`src/rtl/lc3_bus_pkg.sv`:
```
// Shared definitions for the LC-3 MAR/MDR memory + MMIO device port:
// MMIO register addresses, access direction encoding and the master FSM states.
package lc3_bus_pkg;

  // MMIO register map; the master treats these as ordinary addresses
  localparam logic [15:0] KBSR_ADDR = 16'hFE00;
  localparam logic [15:0] KBDR_ADDR = 16'hFE02;
  localparam logic [15:0] DSR_ADDR  = 16'hFE04;
  localparam logic [15:0] DDR_ADDR  = 16'hFE06;

  // r_w / req_we encoding
  localparam logic ACC_READ  = 1'b0;
  localparam logic ACC_WRITE = 1'b1;

  typedef enum logic [2:0] {
    ST_IDLE     = 3'd0,
    ST_LD_MAR   = 3'd1,
    ST_LD_MDR   = 3'd2,
    ST_ACCESS   = 3'd3,
    ST_WAIT_RDY = 3'd4,
    ST_GATE     = 3'd5,
    ST_DONE     = 3'd6
  } state_e;

  // Word accesses are byte-pair aligned; an odd address is rejected up front
  function automatic logic addr_misaligned(input logic [15:0] addr);
    return addr[0];
  endfunction

endpackage

```
`src/rtl/lc3_mem_master_if.sv`:
```
// Request/response handshake plus device-side strobes and bus of the LC-3
// memory master. The master modport is the CPU-side initiator; the slave
// modport is the view of whoever issues requests and models the device.
interface lc3_mem_master_if;
  logic        req_valid;
  logic        req_ready;
  logic        req_we;
  logic [15:0] req_addr;
  logic [15:0] req_wdata;
  logic        rsp_valid;
  logic [15:0] rsp_rdata;
  logic        rsp_err;
  logic [15:0] bus_o;
  logic        bus_oe;
  logic        ld_mar;
  logic        ld_mdr;
  logic        mio_en;
  logic        r_w;
  logic        gate_mdr_en;
  logic [15:0] mdr_in;
  logic        ready;

  modport master (
    input  req_valid, req_we, req_addr, req_wdata, mdr_in, ready,
    output req_ready, rsp_valid, rsp_rdata, rsp_err,
    output bus_o, bus_oe, ld_mar, ld_mdr, mio_en, r_w, gate_mdr_en
  );

  modport slave (
    output req_valid, req_we, req_addr, req_wdata, mdr_in, ready,
    input  req_ready, rsp_valid, rsp_rdata, rsp_err,
    input  bus_o, bus_oe, ld_mar, ld_mdr, mio_en, r_w, gate_mdr_en
  );
endinterface

```
`src/rtl/lc3_wait_timer.sv`:
```
// Loadable saturating down-counter. Reloaded on every ACCESS / WAIT_RDY
// entry; done flags that the loaded interval has fully elapsed.
module lc3_wait_timer #(
  parameter int CNT_W = 8
) (
  input  logic             clk,
  input  logic             rst_n,
  input  logic             load,
  input  logic [CNT_W-1:0] load_val,
  output logic [CNT_W-1:0] cnt,
  output logic             done
);

  logic [CNT_W-1:0] cnt_r;

  // Count down from the loaded value and stick at zero
  always_ff @(posedge clk or negedge rst_n) begin
    if (!rst_n) begin
      cnt_r <= {CNT_W{1'b0}};
    end else if (load) begin
      cnt_r <= load_val;
    end else if (cnt_r != {CNT_W{1'b0}}) begin
      cnt_r <= cnt_r - {{(CNT_W-1){1'b0}}, 1'b1};
    end else begin
      cnt_r <= cnt_r;
    end
  end

  assign cnt  = cnt_r;
  assign done = (cnt_r == {CNT_W{1'b0}});

endmodule

```
`src/rtl/lc3_mem_master.sv`:
```
// CPU-side initiator for the LC-3 MAR/MDR memory + MMIO port. Latches one
// request, sequences MAR load, MDR load, access, ready wait and MDR gate,
// then returns read data or an error with a one-cycle rsp_valid pulse.
// All outputs are registered and decoded from the next state, so each
// output is a pure function of the state it belongs to.
module lc3_mem_master
  import lc3_bus_pkg::*;
#(
  parameter int ACCESS_CYC  = 1,
  parameter int TIMEOUT_CYC = 16,
  parameter int CNT_W       = 8
) (
  input  logic              clk,
  input  logic              rst_n,
  lc3_mem_master_if.master  m
);

  localparam logic [CNT_W-1:0] ACC_LOAD = CNT_W'(ACCESS_CYC - 1);
  localparam logic [CNT_W-1:0] TO_LOAD  = CNT_W'(TIMEOUT_CYC - 1);

  state_e           state_r, state_nx_s;
  logic             we_r, we_nx_s;
  logic [15:0]      addr_r, addr_nx_s;
  logic [15:0]      wdata_r, wdata_nx_s;
  logic [15:0]      rdata_r, rdata_nx_s;
  logic             err_r, err_nx_s;
  logic             tmr_load_s;
  logic [CNT_W-1:0] tmr_val_s;
  logic [CNT_W-1:0] tmr_cnt_s;
  logic             tmr_done_s;
  logic             wait_first_s;

  // decoded next-cycle outputs and their registers
  logic        req_ready_s, rsp_valid_s, bus_oe_s, ld_mar_s, ld_mdr_s;
  logic        mio_en_s, r_w_s, gate_s;
  logic [15:0] bus_o_s;
  logic        req_ready_r, rsp_valid_r, bus_oe_r, ld_mar_r, ld_mdr_r;
  logic        mio_en_r, r_w_r, gate_r;
  logic [15:0] bus_o_r;

  lc3_wait_timer #(.CNT_W(CNT_W)) u_timer (
    .clk      (clk),
    .rst_n    (rst_n),
    .load     (tmr_load_s),
    .load_val (tmr_val_s),
    .cnt      (tmr_cnt_s),
    .done     (tmr_done_s)
  );

  // The device drops ready one cycle late, so the first WAIT_RDY cycle is ignored
  assign wait_first_s = (tmr_cnt_s == TO_LOAD);

  // Next-state, request latch, response data and timer reload
  always_comb begin
    state_nx_s = state_r;
    we_nx_s    = we_r;
    addr_nx_s  = addr_r;
    wdata_nx_s = wdata_r;
    rdata_nx_s = rdata_r;
    err_nx_s   = err_r;
    tmr_load_s = 1'b0;
    tmr_val_s  = {CNT_W{1'b0}};
    case (state_r)
      ST_IDLE: begin
        if (m.req_valid) begin
          we_nx_s    = m.req_we;
          addr_nx_s  = m.req_addr;
          wdata_nx_s = m.req_wdata;
          rdata_nx_s = 16'h0000;
          if (addr_misaligned(m.req_addr)) begin
            err_nx_s   = 1'b1;
            state_nx_s = ST_DONE;
          end else begin
            err_nx_s   = 1'b0;
            state_nx_s = ST_LD_MAR;
          end
        end else begin
          state_nx_s = ST_IDLE;
        end
      end
      ST_LD_MAR: begin
        if (we_r == ACC_WRITE) begin
          state_nx_s = ST_LD_MDR;
        end else begin
          state_nx_s = ST_ACCESS;
          tmr_load_s = 1'b1;
          tmr_val_s  = ACC_LOAD;
        end
      end
      ST_LD_MDR: begin
        state_nx_s = ST_ACCESS;
        tmr_load_s = 1'b1;
        tmr_val_s  = ACC_LOAD;
      end
      ST_ACCESS: begin
        if (tmr_done_s) begin
          state_nx_s = ST_WAIT_RDY;
          tmr_load_s = 1'b1;
          tmr_val_s  = TO_LOAD;
        end else begin
          state_nx_s = ST_ACCESS;
        end
      end
      ST_WAIT_RDY: begin
        if (m.ready && !wait_first_s) begin
          state_nx_s = (we_r == ACC_WRITE) ? ST_DONE : ST_GATE;
        end else if (tmr_done_s) begin
          state_nx_s = ST_DONE;
          err_nx_s   = 1'b1;
          rdata_nx_s = 16'h0000;
        end else begin
          state_nx_s = ST_WAIT_RDY;
        end
      end
      ST_GATE: begin
        rdata_nx_s = m.mdr_in;
        state_nx_s = ST_DONE;
      end
      ST_DONE: begin
        state_nx_s = ST_IDLE;
      end
      default: begin
        state_nx_s = ST_IDLE;
      end
    endcase
  end

  // Output decode for the state being entered
  always_comb begin
    req_ready_s = 1'b0;
    rsp_valid_s = 1'b0;
    bus_oe_s    = 1'b0;
    bus_o_s     = 16'h0000;
    ld_mar_s    = 1'b0;
    ld_mdr_s    = 1'b0;
    mio_en_s    = 1'b0;
    r_w_s       = ACC_READ;
    gate_s      = 1'b0;
    case (state_nx_s)
      ST_IDLE: begin
        req_ready_s = 1'b1;
      end
      ST_LD_MAR: begin
        bus_oe_s = 1'b1;
        bus_o_s  = addr_nx_s;
        ld_mar_s = 1'b1;
      end
      ST_LD_MDR: begin
        bus_oe_s = 1'b1;
        bus_o_s  = wdata_nx_s;
        ld_mdr_s = 1'b1;
      end
      ST_ACCESS: begin
        mio_en_s = 1'b1;
        r_w_s    = we_nx_s;
        ld_mdr_s = (we_nx_s == ACC_READ);
      end
      ST_WAIT_RDY: begin
        mio_en_s = 1'b0;
      end
      ST_GATE: begin
        gate_s = 1'b1;
      end
      ST_DONE: begin
        rsp_valid_s = 1'b1;
      end
      default: begin
        req_ready_s = 1'b0;
      end
    endcase
  end

  // State, request latch, response data and output registers
  always_ff @(posedge clk or negedge rst_n) begin
    if (!rst_n) begin
      state_r     <= ST_IDLE;
      we_r        <= 1'b0;
      addr_r      <= 16'h0000;
      wdata_r     <= 16'h0000;
      rdata_r     <= 16'h0000;
      err_r       <= 1'b0;
      req_ready_r <= 1'b1;
      rsp_valid_r <= 1'b0;
      bus_oe_r    <= 1'b0;
      bus_o_r     <= 16'h0000;
      ld_mar_r    <= 1'b0;
      ld_mdr_r    <= 1'b0;
      mio_en_r    <= 1'b0;
      r_w_r       <= 1'b0;
      gate_r      <= 1'b0;
    end else begin
      state_r     <= state_nx_s;
      we_r        <= we_nx_s;
      addr_r      <= addr_nx_s;
      wdata_r     <= wdata_nx_s;
      rdata_r     <= rdata_nx_s;
      err_r       <= err_nx_s;
      req_ready_r <= req_ready_s;
      rsp_valid_r <= rsp_valid_s;
      bus_oe_r    <= bus_oe_s;
      bus_o_r     <= bus_o_s;
      ld_mar_r    <= ld_mar_s;
      ld_mdr_r    <= ld_mdr_s;
      mio_en_r    <= mio_en_s;
      r_w_r       <= r_w_s;
      gate_r      <= gate_s;
    end
  end

  assign m.req_ready   = req_ready_r;
  assign m.rsp_valid   = rsp_valid_r;
  assign m.rsp_rdata   = rdata_r;
  assign m.rsp_err     = err_r;
  assign m.bus_o       = bus_o_r;
  assign m.bus_oe      = bus_oe_r;
  assign m.ld_mar      = ld_mar_r;
  assign m.ld_mdr      = ld_mdr_r;
  assign m.mio_en      = mio_en_r;
  assign m.r_w         = r_w_r;
  assign m.gate_mdr_en = gate_r;

endmodule

```
`src/flat_wrapper.sv`:
```
// flat-port wrapper written by rule: the top's interface ports become plain ports
module lc3_mem_master_flat import lc3_bus_pkg::*;
#(
  parameter int ACCESS_CYC  = 1,
  parameter int TIMEOUT_CYC = 16,
  parameter int CNT_W       = 8
)
  (clk, rst_n, m_req_valid, m_req_we, m_req_addr, m_req_wdata, m_mdr_in, m_ready, m_req_ready, m_rsp_valid, m_rsp_rdata, m_rsp_err, m_bus_o, m_bus_oe, m_ld_mar, m_ld_mdr, m_mio_en, m_r_w, m_gate_mdr_en);
  lc3_mem_master_if m_i ();
  input  logic clk;
  input  logic rst_n;
  input wire logic [$bits(m_i.req_valid)-1:0] m_req_valid;
  input wire logic [$bits(m_i.req_we)-1:0] m_req_we;
  input wire logic [$bits(m_i.req_addr)-1:0] m_req_addr;
  input wire logic [$bits(m_i.req_wdata)-1:0] m_req_wdata;
  input wire logic [$bits(m_i.mdr_in)-1:0] m_mdr_in;
  input wire logic [$bits(m_i.ready)-1:0] m_ready;
  output wire logic [$bits(m_i.req_ready)-1:0] m_req_ready;
  output wire logic [$bits(m_i.rsp_valid)-1:0] m_rsp_valid;
  output wire logic [$bits(m_i.rsp_rdata)-1:0] m_rsp_rdata;
  output wire logic [$bits(m_i.rsp_err)-1:0] m_rsp_err;
  output wire logic [$bits(m_i.bus_o)-1:0] m_bus_o;
  output wire logic [$bits(m_i.bus_oe)-1:0] m_bus_oe;
  output wire logic [$bits(m_i.ld_mar)-1:0] m_ld_mar;
  output wire logic [$bits(m_i.ld_mdr)-1:0] m_ld_mdr;
  output wire logic [$bits(m_i.mio_en)-1:0] m_mio_en;
  output wire logic [$bits(m_i.r_w)-1:0] m_r_w;
  output wire logic [$bits(m_i.gate_mdr_en)-1:0] m_gate_mdr_en;
  assign m_i.req_valid = m_req_valid;
  assign m_i.req_we = m_req_we;
  assign m_i.req_addr = m_req_addr;
  assign m_i.req_wdata = m_req_wdata;
  assign m_i.mdr_in = m_mdr_in;
  assign m_i.ready = m_ready;
  assign m_req_ready = m_i.req_ready;
  assign m_rsp_valid = m_i.rsp_valid;
  assign m_rsp_rdata = m_i.rsp_rdata;
  assign m_rsp_err = m_i.rsp_err;
  assign m_bus_o = m_i.bus_o;
  assign m_bus_oe = m_i.bus_oe;
  assign m_ld_mar = m_i.ld_mar;
  assign m_ld_mdr = m_i.ld_mdr;
  assign m_mio_en = m_i.mio_en;
  assign m_r_w = m_i.r_w;
  assign m_gate_mdr_en = m_i.gate_mdr_en;
  lc3_mem_master #(.ACCESS_CYC(ACCESS_CYC), .TIMEOUT_CYC(TIMEOUT_CYC), .CNT_W(CNT_W)) u_core (.clk(clk), .rst_n(rst_n), .m(m_i));
endmodule
```
`config.mk`:
```
export PLATFORM = sky130hd
export DESIGN_NAME = lc3_mem_master_flat
export DESIGN_NICKNAME = d
export VERILOG_FILES = /design/src/rtl/lc3_bus_pkg.sv /design/src/rtl/lc3_mem_master_if.sv /design/src/rtl/lc3_wait_timer.sv /design/src/rtl/lc3_mem_master.sv /design/src/flat_wrapper.sv
export SDC_FILE = /design/constraint.sdc
export NUM_CORES = 1
export LEC_CHECK = 0
export ABC_CLOCK_PERIOD_IN_PS = 2400
export BUFFER_PORTS_ARGS = -buffer_cell sky130_fd_sc_hd__buf_4
export CORE_MARGIN = 5
export CORE_UTILIZATION = 45
export CTS_CLUSTER_DIAMETER = 100
export CTS_CLUSTER_SIZE = 12
export DETAILED_ROUTE_END_ITERATION = 12
export GPL_ROUTABILITY_DRIVEN = 0
export PLACE_DENSITY_LB_ADDON = 0.12
export SLEW_MARGIN = 20
export SYNTH_ARGS = -nofsm -noshare
export SYNTH_HDL_FRONTEND = slang
export SYNTH_SLANG_ARGS = --single-unit
```
`constraint.sdc`:
```
create_clock -name clk -period 2.4 [get_ports clk]
set_input_delay 0.12 -clock clk [delete_from_list [all_inputs] [get_ports clk]]
set_output_delay 0.12 -clock clk [all_outputs]
set_load 0.02 [all_outputs]
```
==> results.ini <==
[setup_path]
required_ns = 2.64
crit_type = flip-flop to flip-flop
worst-endpoint-arrival_ns = 2.41
worst_setup_path_start_kind = flip-flop
end_kind = flip-flop
worstRegToRegCells = 6
critPathMaxFanout = 16

[place]
port_buffers = 93
dp_slack_ns = 0.157
dpl-instance-area_mm2 = 0.00445
hpwlAfterDp_um = 5760

[sta]
fmax_ghz = 0.462
drv_slew = 0
hold_violations = 0
slew-limit-headroom = 0.540
setup_slack_ns = 0.234
hold_ws_ns = 0.0114
fin_crit_ns = 2.17
worstMarginPinSlew_ns = 0.689
finalSetupViolCount = 0
finalSetupTns_ns = 0
rsz0062_at_grt = false
skew_ns = 0.0102
fin_crit_sh = 0.902

[pwr]
power_mw = 5.92
peakVddDrop_mv = 0.576
power.density_mw_per_mm2 = 1210
leakage_nw = 2.28

[clock_network]
clock_sinks = 84
cts_inserted_buffers = 9
cts_setup_buffers = 0
cts_tree = done
cts-htree-levels = 3
insertion_delay_ns = 0.35
clk_path_buf_depth = 2
clk_pin_slew_ns = 0.08
clock-root-buffer = clkbuf_8

[drt]
firstDrtPassIters = 4
drcViolationCount = 0
route.layer.met1.wl_um = 3900
dr_wl_met2_um = 4010
drt_first_iter_violations = 66
post_drt_wl_per_cell_um = 16.7
wl_met3_um = 504
antenna_left = 0
topRoutingLayerUsed = met4
num_vias = 2683
vias_per_cell = 5.23
wl_um = 8550

[synthesis]
syn-mean-instance-area_um2 = 12.9
yosysWarnings = 0
ys_top_cells_by_area = dfrtp_1 (57%), mux2_1 (8.4%), a22o_1 (3.9%), nand4_1 (2.8%), o21ai_1 (2.1%)
synth-seq-cells = 84
syn_nets = 337
synthArstFlopShare = 1.00
yosys-top-cells-count = dfrtp_1 (83), mux2_1 (27), nand2_1 (19), a22o_1 (16), nand4_1 (16)
yosys.area.top_type = dfrtp_1
ys_seq_area_frac = 0.582
ys.flop_type = dfrtp_1
synthCells = 281
yosysTopAreaCellShare = 0.575
syn_area_mm2 = 0.00361
ys_types = 58
synth_edf_count = 0
yosysMostFrequentCell = dfrtp_1

[run_status]
status = complete, no violations

[global_route]
antenna_found_initial = 0
grtUsageTotal = 0.182
grt_max_degree = 55
grt_first_pass_wirelength_um = 14200
grt_pass1_vias = 2768
grt_overflow_total = 0

[die]
rows = 32
die_y_um = 99.6
start_util = 0.465
coreArea_mm2 = 0.00777
die_w_um = 99.6
fp.dieArea_mm2 = 0.00993
io_pins = 94

[finish]
final_nets = 462
areaGrowthSynthToFinish_pct = 35.4
diodes = 0
drive_above_1_share = 0.355
regArea_mm2 = 0.00210
postLayoutCellArea_mm2 = 0.00489
multiInputGateArea_mm2 = 0.00139
n_fill_cell = 628

[min_path]
hp-class = input port to flip-flop
min_path_cells = 2

[run]
cap_violations = 0

## logic make-up (layout without fill, tap and decap cells)
logic type / Yosys count / in the layout / share of synthesized area
XOR/XNOR: 5 / 5 / 0.0121
adder cells (fa/ha/maj): 3 / 3 / 0.0104
buffers and inverters: 25 / 155 / 0.0377
AO/OA/AOI/OAI: 64 / 64 / 0.138
multiplexers: 32 / 32 / 0.0993
flip-flops: 84 / 84 / 0.582
AND/OR/NAND/NOR: 68 / 68 / 0.120
## per-layer routing
layer / global-route usage / vias up
li1: - / 1276
met1: 0.246 / 1325
met2: 0.283 / 72
met3: 0.0456 / 10
met4: 0.0683 / 0
met5: 0 / -
## state kept, by name, indices dropped and copies added (netlist names), 3 cells and up
| register | cells |
|---|---|
| u_core.addr_r | 15 |
| u_core.wdata_r | 16 |
| u_core.m.rsp_rdata | 16 |
| u_core.m.bus_o | 16 |
| u_core.u_timer.cnt | 8 |
| u_core.state_r | 3 |
## cells in the final DEF (no fill, tap or decap), drive strengths merged, types with 2 or more instances in the layout
cell and n:
or3b 2, or2 2, and2b 2, o22ai 2, inv 10, dlygate4sd3 24, nor3b 3, and3 2
a22o 16, o21bai 2, nor4b 3, o211ai 3, mux2 31, o31ai 2, nor3 3, a31oi 2
nand3 3, a211oi 2, xnor2 2, clkinvlp 3, a21oi 8, ha 3, and3b 2, dfrtp 83
xor2 3, buf 106, nor2 4, nand4 16, nand2 19, clkbuf 11, a2111oi 3, o21ai 19
## path summary, 6_finish.rpt
| path | from | end | slack (ns) |
|---|---|---|---|
| worst max-delay path | u_core.u_timer.cnt[0] | u_core.m.rsp_rdata[2] | 0.23 |
| worst min-delay path | m_req_addr[13] | u_core.addr_r[13] | 0.01 |
| worst max register to register | u_core.u_timer.cnt[0] | u_core.m.rsp_rdata[2] | 0.23 |
| worst min register to register | u_core.wdata_r[0] | u_core.wdata_r[0] | 0.49 |
| max in group asynchronous | rst_n | u_core.m.bus_oe | 1.43 |
| min in group asynchronous | rst_n | u_core.m.rsp_rdata[11] | 0.35 |
## where the power goes
part	total, mW	internal, mW	switching, mW
Clock	0.996	0.485	0.511
Sequential	2.30	1.98	0.319
Combinational	2.62	1.19	1.43
## critical path, stage by stage, from the launching register on
cell and delay (ns):
dfrtp_1 0.43, inv_1 0.09, ha_1 0.28, or3b_1 0.47, o31ai_4 0.24, a31oi_4 0.23
a22o_1 0.31
## final cells by class
class,instances,area share
flip-flops and latches,84,0.430
multi-input cells,172,0.284
repair buffers,130,0.214
clock buffers,11,0.0268
well taps,102,0.0261
clock inverters,5,0.0125
inverters,9,0.00690
## what timing repair did
item,in CTS,in global routing
resized for setup,0,1
hold endpoints to repair,75,0
hold buffers,24,0
setup endpoints to repair,0,8
## metrics by stage
| step | instances | util |
|---|---|---|
| 5_1_grt | 513 | 0.630 |
| 6_report | 513 | 0.630 |
| 3_5_place_dp | 473 | 0.573 |
| 3_3_place_gp | 473 | 0.573 |
| 2_1_floorplan | 281 | - |
| 4_1_cts | 513 | 0.629 |
No activity file was read; power rests on OpenSTA's default activity.
